--- src/rtl/exmem_pipe_stage.sv ---
//------------------------------------------------------------------------------
// Module      : exmem_pipe_stage
// Description : EX->MEM pipeline register with valid/ready handshake,
//               DEPTH-deep elastic buffering with bubble collapse and flush.
//               Bubbles never present asserted control bits to MEM.
//               Optional feature macro: EXMEM_PERF_EN (stall/flush counters).
// Revision    : 1.0 - initial release
//------------------------------------------------------------------------------
`default_nettype none

module exmem_pipe_stage #(
  parameter int DATA_W = 32,
  parameter int REG_AW = 5,
  parameter int CTRL_W = 5,
  parameter int DEPTH  = 2
`ifdef EXMEM_PERF_EN
  ,
  parameter int PERF_CNT_W = 32
`endif
) (
  input  logic              clk,
  input  logic              rst,
  input  logic              flush,
  input  logic              in_valid,
  output logic              in_ready,
  input  logic              in_zero,
  input  logic [DATA_W-1:0] in_alures,
  input  logic [DATA_W-1:0] in_b,
  input  logic [REG_AW-1:0] in_rd,
  input  logic [CTRL_W-1:0] in_ctrl,
  output logic              out_valid,
  input  logic              out_ready,
`ifdef EXMEM_PERF_EN
  output logic [PERF_CNT_W-1:0] perf_stall_cnt,
  output logic [PERF_CNT_W-1:0] perf_flush_cnt,
`endif
  output logic              out_zero,
  output logic [DATA_W-1:0] out_alures,
  output logic [DATA_W-1:0] out_b,
  output logic [REG_AW-1:0] out_rd,
  output logic [CTRL_W-1:0] out_ctrl
);

  // Slot state; slot DEPTH-1 is the one presented to MEM.
  logic [DEPTH-1:0]             valid_q,  valid_d;
  logic [DEPTH-1:0]             zero_q,   zero_d;
  logic [DEPTH-1:0][DATA_W-1:0] alures_q, alures_d;
  logic [DEPTH-1:0][DATA_W-1:0] b_q,      b_d;
  logic [DEPTH-1:0][REG_AW-1:0] rd_q,     rd_d;
  logic [DEPTH-1:0][CTRL_W-1:0] ctrl_q,   ctrl_d;

  // w_load[k]: slot k takes a new value (from k-1, or from the input for k=0)
  logic [DEPTH-1:0]             w_load;

  // Load chain: a slot may load when it is empty or its occupant moves on,
  // which folds to "out_ready, or any empty slot at or after this one".
  // Depends only on valid bits and out_ready, never on in_valid.
  always_comb begin : p_load_chain
    logic acc;
    acc = out_ready;
    for (int k = DEPTH - 1; k >= 0; k--) begin
      acc       = acc | ~valid_q[k];
      w_load[k] = acc;
    end
  end

  assign in_ready = w_load[0];

  // Next-state: shift entries forward into loading slots; flush overrides.
  always_comb begin : p_next_state
    valid_d  = valid_q;
    zero_d   = zero_q;
    alures_d = alures_q;
    b_d      = b_q;
    rd_d     = rd_q;
    ctrl_d   = ctrl_q;

    // Slot 0 is fed from the EX inputs.
    if (w_load[0]) begin
      valid_d[0] = in_valid;
      ctrl_d[0]  = in_valid ? in_ctrl : '0;
      if (in_valid) begin
        zero_d[0]   = in_zero;
        alures_d[0] = in_alures;
        b_d[0]      = in_b;
        rd_d[0]     = in_rd;
      end
    end

    // Remaining slots take the previous slot; an empty source clears ctrl
    // and leaves the rest of the payload untouched.
    for (int k = 1; k < DEPTH; k++) begin
      if (w_load[k]) begin
        valid_d[k] = valid_q[k-1];
        ctrl_d[k]  = valid_q[k-1] ? ctrl_q[k-1] : '0;
        if (valid_q[k-1]) begin
          zero_d[k]   = zero_q[k-1];
          alures_d[k] = alures_q[k-1];
          b_d[k]      = b_q[k-1];
          rd_d[k]     = rd_q[k-1];
        end
      end
    end

    // Flush drops everything held plus any same-cycle input.
    if (flush) begin
      valid_d = '0;
      ctrl_d  = '0;
    end
  end

  // Slot registers with synchronous reset clearing valid and payload.
  always_ff @(posedge clk) begin : p_slots
    if (rst) begin
      valid_q  <= '0;
      zero_q   <= '0;
      alures_q <= '0;
      b_q      <= '0;
      rd_q     <= '0;
      ctrl_q   <= '0;
    end else begin
      valid_q  <= valid_d;
      zero_q   <= zero_d;
      alures_q <= alures_d;
      b_q      <= b_d;
      rd_q     <= rd_d;
      ctrl_q   <= ctrl_d;
    end
  end

  assign out_valid  = valid_q[DEPTH-1];
  assign out_zero   = zero_q[DEPTH-1];
  assign out_alures = alures_q[DEPTH-1];
  assign out_b      = b_q[DEPTH-1];
  assign out_rd     = rd_q[DEPTH-1];
  // Control is masked by valid so a bubble can never write memory or regs.
  assign out_ctrl   = ctrl_q[DEPTH-1] & {CTRL_W{valid_q[DEPTH-1]}};

`ifdef EXMEM_PERF_EN
  logic [PERF_CNT_W-1:0] stall_cnt_q, stall_cnt_d;
  logic [PERF_CNT_W-1:0] flush_cnt_q, flush_cnt_d;

  // Saturating increments for stall (held output) and flush cycles.
  always_comb begin : p_perf_next
    stall_cnt_d = stall_cnt_q;
    flush_cnt_d = flush_cnt_q;
    if (valid_q[DEPTH-1] && !out_ready && (stall_cnt_q != {PERF_CNT_W{1'b1}})) begin
      stall_cnt_d = stall_cnt_q + 1'b1;
    end
    if (flush && (flush_cnt_q != {PERF_CNT_W{1'b1}})) begin
      flush_cnt_d = flush_cnt_q + 1'b1;
    end
  end

  // Counter registers, cleared only by reset.
  always_ff @(posedge clk) begin : p_perf_regs
    if (rst) begin
      stall_cnt_q <= '0;
      flush_cnt_q <= '0;
    end else begin
      stall_cnt_q <= stall_cnt_d;
      flush_cnt_q <= flush_cnt_d;
    end
  end

  assign perf_stall_cnt = stall_cnt_q;
  assign perf_flush_cnt = flush_cnt_q;
`endif

endmodule

`default_nettype wire

--- config.mk ---
export PLATFORM = sky130hd
export DESIGN_NAME = exmem_pipe_stage
export DESIGN_NICKNAME = d
export VERILOG_FILES = /design/src/rtl/exmem_pipe_stage.sv
export SDC_FILE = /design/constraint.sdc
export NUM_CORES = 1
export LEC_CHECK = 0
export ABC_CLOCK_PERIOD_IN_PS = 1770
export CORE_UTILIZATION = 50
export CTS_CLUSTER_SIZE = 30
export DETAILED_ROUTE_END_ITERATION = 8
export MAX_ROUTING_LAYER = met4
export PLACE_DENSITY = 0.9
export SYNTH_ARGS = -nofsm -noshare
export SYNTH_HDL_FRONTEND = slang
export SYNTH_SLANG_ARGS = --single-unit
--- constraint.sdc ---
create_clock -name clk -period 1.77 [get_ports clk]
set_input_delay 0.354 -clock clk [delete_from_list [all_inputs] [get_ports clk]]
set_output_delay 0.354 -clock clk [all_outputs]
set_load 0.02 [all_outputs]
# Word-level counts from Yosys, hierarchy flattened

Cells that the tools add are included.

Mux-type cells: 2
Bitwise gates (word level): 5
Reduce and logical (&&, ||, !) cells: 3

Operators by type and width:

| operator            | count |
|---|---|
| 5-bit 2-to-1 mux    | 2 |
| 5-bit AND           | 1 |
| 2-bit AND reduction | 2 |
| 1-bit inverter      | 2 |
| 1-bit bitwise OR    | 2 |
| 2-bit OR reduction  | 1 |

Register bits: 152
Input bits: 80
Output and inout port bits: 77
Word-level logic and storage cells: 22

# Logic depth before layout (Yosys ltp)

Gate-level depths: netlist of the first run.

Depth after elaboration: 4
Gate-level depth with buffers: 6
Depth with buffers taken out: 3

# Worst setup path before layout of the first run

No wires, ideal clock.

Kind: reg2reg
Start point: register valid_q[1]
End point: register alures_q[0] (netlist name)
Library setup time: 0.072 ns
Arrival time: 1.340 ns
Required time: 1.698 ns
Setup slack: 0.359 ns
Stages on the path, launching flop included: 7
Buffers on the path: 3
Clock period less this slack: 1.411 ns
Path through: dfxtp_1 > and2b_1 > buf_6 > a21oi_4 > buf_8 > buf_12 > mux2i_1

Cells in the longest elaborated chain, start to end: 4

Ends and longest elaborated chain:

| item                                 | line | text |
|---|---|---|
| start: declaration                   | 45   | `logic [DEPTH-1:0] valid_q, valid_d;` |
| start signal: assignment             | 122  | `valid_q <= valid_d;` |
| 1-bit inverter                       | 62   | `acc = acc \| ~valid_q[k];` |
| 1-bit bitwise OR (2 in series)       | 62   |  |
| 2-bit AND reduction (no source line) | -    |  |
| end signal: assignment               | 124  | `alures_q <= alures_d;` |
| end: declaration                     | 47   | `logic [DEPTH-1:0][DATA_W-1:0] alures_q, alures_d;` |

Every way passes these cells.
A chain may end at the register's enable or synchronous reset.

# Final worst setup path of the first run

Start point: register b_q (netlist bit out_b[15])
End point: output out_b[15]

RTL lines:

| item                     | line | text |
|---|---|---|
| start: declaration       | 48   | `logic [DEPTH-1:0][DATA_W-1:0] b_q, b_d;` |
| start signal: assignment | 118  | `b_q <= '0;` |
| start signal: assignment | 125  | `b_q <= b_d;` |
| end: declaration         | 39   | `output logic [DATA_W-1:0] out_b,` |

No word-level cell between the ends.

==> impl_metrics.py, run 1 <==
metrics = {
    "run_status": {
        "outcome": "finished clean",
    },
    "setup_path": {
        "arrival_ps": 1380,
        "path_class": "reg2out",
        "slowest_stage": "clkdlybuf4s50_1",
        "cp_top_family": "buffers and inverters",
        "startpoint_type": "register",
        "worstPathRequired_ps": 1420,
        "ff2ff_setup_slack_ps": 290,
        "critPathMaxFanout": 2,
        "ff2ff_path_depth": 5,
        "cp.buffers_inverters": 1,
        "worstPathCellList": "clkdlybuf4s50_1",
        "worst_r2r_startpoint": "valid_q[0]",
        "worstSetupEndpointType": "output port",
        "reg2reg_to": "out_alures[12]",
        "critPathMaxStageDelay_ps": 610,
    },
    "cells_and_area": {
        "final_area_um2": 8637,
        "nets": 898,
        "final_cell_mix": "dfxtp_1, nand2b_1, clkdlybuf4s50_1, nand3_1, a21oi_1",
        "antennaDiodeCount": 0,
        "fill_cells": 1122,
        "final_util_pct": 65.22,
        "area_delta_synth_final_pct": 26.87,
        "drive_gt1_share_pct": 7.822,
        "final_common_cell": "dfxtp_1",
    },
    "routing": {
        "vias": 5113,
        "finalWirelength_mm": 14.77,
        "drt_iter0_markers": 352,
        "drc": 0,
        "via_per_inst": 5.077,
        "wl_per_cell_um": 14.67,
        "antenna_left": 0,
        "drtPass1Iterations": 7,
    },
    "floorplanning": {
        "io_pins": 157,
        "fp-row-count": 42,
        "core_area_um2": 13240,
        "die_area_um2": 14090,
        "die_y_um": 118.7,
        "die_w_um": 118.7,
        "start_util_pct": 51.41,
    },
    "timing": {
        "finalClockSkew_ps": 5.197,
        "finalSetupViolations": 0,
        "hold_ws_ps": 364.9,
        "slew_headroom_pct": 72.86,
        "finalCriticalPeriod_ps": 1738,
        "rsz0062_at_grt": "false",
        "post-route-period-util_pct": 98.20,
        "max_freq_ghz": 0.5753,
        "timing.final.max_slew_violations": 0,
        "hold_viol": 0,
        "worst_slew_pin_slew_ps": 407.1,
    },
    "global_route": {
        "busiest_layer": "met2",
        "grt_antenna_before_repair": 0,
        "grt_first_pass_wirelength_mm": 24.51,
        "grt_use_met1_pct": 27.39,
        "grt.met2_usage_pct": 35.45,
        "gr-total-overflow": 0,
        "track_usage_pct": 22.65,
        "grt_max_degree": 83,
        "grt_pass1_vias": 5015,
        "grt_use_met3_pct": 5.116,
    },
    "hold_path": {
        "min_from": "rst",
        "hp-class": "in2reg",
        "hold_end": "out_rd[3]",
        "worstHoldPathCells": 2,
    },
    "synthesis": {
        "synthTopCellsByArea": "dfxtp_1, nand2b_1, mux2i_1",
        "ys_ff_latch": 152,
        "syn_area_um2": 6808,
        "synth_top_area_share_pct": 44.70,
        "avgSynthCellArea_um2": 9.077,
        "yosysUniqueCellTypes": 20,
        "syn_nets": 830,
        "ys_warn_count": 0,
        "syn_inst": 750,
        "yosysTopAreaCell": "dfxtp_1",
        "yosysSeqAreaShare_pct": 44.70,
    },
    "pwr": {
        "p_per_area_nw_per_um2": 913.3,
        "power_leakage_uw": 0.003369,
        "vdd_drop_max_v": 0.0006240,
    },
    "clocking": {
        "clock_path_buffers": 2,
        "postCtsHoldBufs": 0,
        "postCtsSetupBuffers": 0,
        "clkTransAtPathRegs_ps": 60,
        "cts_max_level": 4,
        "ctsRootBufferMaster": "clkbuf_16",
        "cts_tree": "yes",
        "numCtsBuffers": 17,
        "cts.sinks": 152,
        "insertion_delay_ps": 410,
    },
    "placed_design": {
        "gp_congestion": 0.7618,
        "dp_hpwl_mm": 9.453,
        "port_buffers": 156,
        "place_area_um2": 8034,
    },
    "job": {
        "drv_cap": 0,
    },
}
## synthesized netlist by cell type
cell type and instances:
a21oi_1 82, a21oi_4 1, and2_1 5, and2b_1 1, buf_1 2, buf_12 7
buf_2 5, buf_4 69, buf_6 1, buf_8 1, clkbuf_1 49, dfxtp_1 152
inv_1 2, mux2i_1 70, nand2_1 5, nand2b_1 141, nand3_1 85, nand3b_1 1
o21ai_0 70, or2_2 1
## state kept, by name, summed over array words and instances (netlist names)
| name | count |
|---|---|
| rd_q | 5 |
| out_alures | 32 |
| valid_q | 2 |
| zero_q | 2 |
| out_rd | 5 |
| alures_q | 32 |
| b_q | 32 |
| ctrl_q | 10 |
| out_b | 32 |
## per-stage QoR
stage | total power, µW | std cells | worst slack (ps) | TNS (ps)
6_report | 7888 | 1007 | 31.88 | 0
2_1_floorplan | 4134 | 750 | 358.8 | 0
3_5_place_dp | 4428 | 975 | -230.9 | -21110
3_3_place_gp | 4411 | 975 | -221.2 | -16760
5_1_grt | 8179 | 1007 | 0.7587 | 0
4_1_cts | 7965 | 1007 | 7.101 | 0
## per-layer routing
metal  vias to the layer above  part of all wire (%)
li1                       2593                     -
met4                         0                   2.9
met3                        33                   4.7
met5                         -                     0
met2                       136                    48
met1                      2351                    45
## cells by family after synthesis
logic type	share of synthesized area [%]
compound gates	11.41
flops	44.70
simple gates	20.25
mux	10.29
buf+inv	13.34
## power by group
part / total, µW / internal [µW] / switching (µW)
Sequential: 3620 / 3550 / 68.5
Clock: 3540 / 2150 / 1390
Combinational: 730 / 412 / 318
## cell type report
| type | instances | area [µm²] | share of cell area [%] |
|---|---|---|---|
| repair buffers | 183 | 1917 | 22.19 |
| clock inverters | 11 | 123.9 | 1.434 |
| flip-flops and latches | 152 | 3048 | 35.29 |
| well taps | 176 | 220.2 | 2.550 |
| multi-input cells | 462 | 2860 | 33.12 |
| clock buffers | 21 | 460.4 | 5.331 |
| inverters | 2 | 7.507 | 0.08692 |
## repair_timing
| item | CTS | global route |
|---|---|---|
| gates cloned | 0 | 0 |
| resized for setup | 8 | 11 |
| setup endpoints to repair | 7 | 11 |
## worst max path at each step
stage,startpoint,endpoint,slack (ps),cells past startpoint
2_1_floorplan,valid_q[1],alures_q[0],360,6
3_3_place_gp,out_ready,in_ready,-220,3
3_5_place_dp,out_ready,alures_q[14],-230,7
4_1_cts,out_b[12],out_b[12],7,1
5_1_grt,out_b[22],out_b[22],0.8,1
6_report,out_b[15],out_b[15],30,1
Power figures use the tool's default switching activity.
==> inputs of run 2 (changes only) <==
--- a/config.mk
+++ b/config.mk
@@ -7,6 +7,7 @@
 export LEC_CHECK = 0
 export ABC_CLOCK_PERIOD_IN_PS = 1770
 export CORE_UTILIZATION = 50
+export CTS_CLUSTER_DIAMETER = 60
 export CTS_CLUSTER_SIZE = 30
 export DETAILED_ROUTE_END_ITERATION = 8
 export MAX_ROUTING_LAYER = met4
==> results of run 2 <==
Final layout, timing and power as in run 1 (identical DEF).
==> inputs of run 3 (changes only) <==
--- a/config.mk
+++ b/config.mk
@@ -12,6 +12,7 @@
 export DETAILED_ROUTE_END_ITERATION = 8
 export MAX_ROUTING_LAYER = met4
 export PLACE_DENSITY = 0.9
+export SETUP_SLACK_MARGIN = 0.3
 export SYNTH_ARGS = -nofsm -noshare
 export SYNTH_HDL_FRONTEND = slang
 export SYNTH_SLANG_ARGS = --single-unit
==> impl_metrics.py, run 3 (synthesis results as in run 1) <==
metrics = {
    "placed_design": {
        "dp_hpwl_mm": 9.453,
        "gp_congestion": 0.7618,
        "port_buffers": 156,
        "dp_cells": 975,
        "place_area_um2": 8034,
    },
    "clocking": {
        "insertion_delay_ps": 420,
        "ctsRootBufferMaster": "clkbuf_16",
        "clock_path_buffers": 2,
        "cts_tree": "yes",
        "cts.sinks": 152,
        "cts_max_level": 4,
        "postCtsSetupBuffers": 0,
        "numCtsBuffers": 17,
        "postCtsHoldBufs": 0,
        "clkTransAtPathRegs_ps": 60,
    },
    "routing": {
        "finalWirelength_mm": 15.13,
        "drt_iter0_markers": 338,
        "drc": 0,
        "drtPass1Iterations": 4,
        "antenna_left": 0,
        "wl_per_cell_um": 14.99,
        "via_per_inst": 5.106,
        "vias": 5152,
    },
    "cells_and_area": {
        "area_delta_synth_final_pct": 25.79,
        "final_common_cell": "dfxtp_1",
        "instances_no_fill": 1009,
        "nets": 899,
        "fill_cells": 1141,
        "final_cell_mix": "dfxtp_1, nand2b_1, nand3_1, a21oi_1, clkdlybuf4s50_1",
        "drive_gt1_share_pct": 10.10,
        "final_area_um2": 8563,
    },
    "pwr": {
        "swShare_pct": 22.57,
        "p_per_area_nw_per_um2": 920.4,
        "vdd_drop_max_v": 0.0005880,
        "power_leakage_uw": 0.003374,
        "power_frac_comb_pct": 9.2,
        "p_int_uw": 6103,
        "pwr-share-clk_pct": 44.9,
        "switching_power_uw": 1779,
        "share_seq_of_total_power_pct": 45.9,
    },
    "setup_path": {
        "cp_top_family": "flip-flops",
        "ff2ff_setup_slack_ps": 380,
        "worstSetupEndpointType": "output port",
        "slowest_stage": "dfxtp_4",
        "critPathMaxStageDelay_ps": 370,
        "worstPathCellList": "and2_1 > buf_4",
        "cp.buffers_inverters": 1,
        "critPathMaxFanout": 9,
        "worstPathRequired_ps": 1420,
        "arrival_ps": 1100,
        "startpoint_type": "register",
        "path_class": "reg2out",
    },
    "floorplanning": {
        "die_area_um2": 14090,
        "io_pins": 157,
        "core_area_um2": 13240,
        "die_y_um": 118.7,
        "start_util_pct": 51.41,
        "die_w_um": 118.7,
        "fp-row-count": 42,
    },
    "timing": {
        "finalCriticalPeriod_ps": 1457,
        "finalClockSkew_ps": 8.103,
        "post-route-period-util_pct": 82.33,
        "tns_ps": 0,
        "finalSetupViolations": 0,
        "timing.final.max_slew_violations": 0,
        "hold_viol": 0,
        "slew_headroom_pct": 73.06,
        "rsz0062_at_grt": "true",
        "worst_slew_pin_slew_ps": 404.2,
        "max_freq_ghz": 0.6862,
    },
    "job": {
        "drv_cap": 0,
    },
    "global_route": {
        "gr-total-overflow": 0,
        "grt_max_degree": 57,
        "grt_pass1_vias": 5054,
        "track_usage_pct": 23.25,
        "grt_antenna_before_repair": 1,
        "grt_first_pass_wirelength_mm": 25.03,
    },
    "run_status": {
        "outcome": "finished clean",
    },
    "hold_path": {
        "hp-class": "in2reg",
    },
}
## run 3: what timing repair did
item,4_1_cts,5_1_grt
gates resized for setup,119,46
pin swaps,0,1
cloned,1,0
endpoints found under the setup margin,167,59
## run 3: routing by layer
metal | vias to the layer above | part of all wire (%) | global-route usage (%)
li1 | 2598 | - | -
met1 | 2379 | 44 | 27.50
met2 | 147 | 49 | 37.54
met3 | 28 | 5.1 | 5.261
met4 | 0 | 2.5 | 10.68
met5 | - | 0 | -
## run 3: path summary, 6_finish.rpt
kind | end | start | cells past startpoint
setup / recovery | out_ctrl[4] | valid_q[1] | 2
setup reg to reg | b_q[25] | valid_q[1] | 5
hold reg to reg | ctrl_q[7] | ctrl_q[7] | 2
hold / removal | out_rd[3] | rst | 2
## run 3: cell type report
cell class,instances,area [µm²],share of cell area [%]
tap,176,220.2,2.572
inverter,2,7.507,0.08767
sequential,152,3050,35.62
clock buffer,21,460.4,5.377
antenna,1,2.502,0.02922
clock inverter,11,123.9,1.447
multi-input combinational,462,2860,33.40
timing repair buffer,184,1838,21.46
## run 3: power groups by stage
stage / clock network [µW] / registers, µW / logic [µW]
floorplan: 0 / 3680 / 457
global placement: 0 / 3690 / 721
detailed placement: 0 / 3690 / 733
CTS: 3610 / 3620 / 731
global route: 3760 / 3630 / 786
finish: 3540 / 3620 / 725
## run 3: metrics by stage
step / hold slack (ps) / power, µW / worst slack [ps] / util (%)
after floorplan: 423.7 / 4134 / 358.8 / -
after global placement: 436.2 / 4411 / -221.2 / 60.67
after detailed placement: 442.7 / 4428 / -230.9 / 60.67
after CTS: 352.5 / 7958 / 87.92 / 64.76
after global routing: 374.7 / 8176 / 245.8 / 64.66
final: 363.6 / 7882 / 312.7 / 64.66
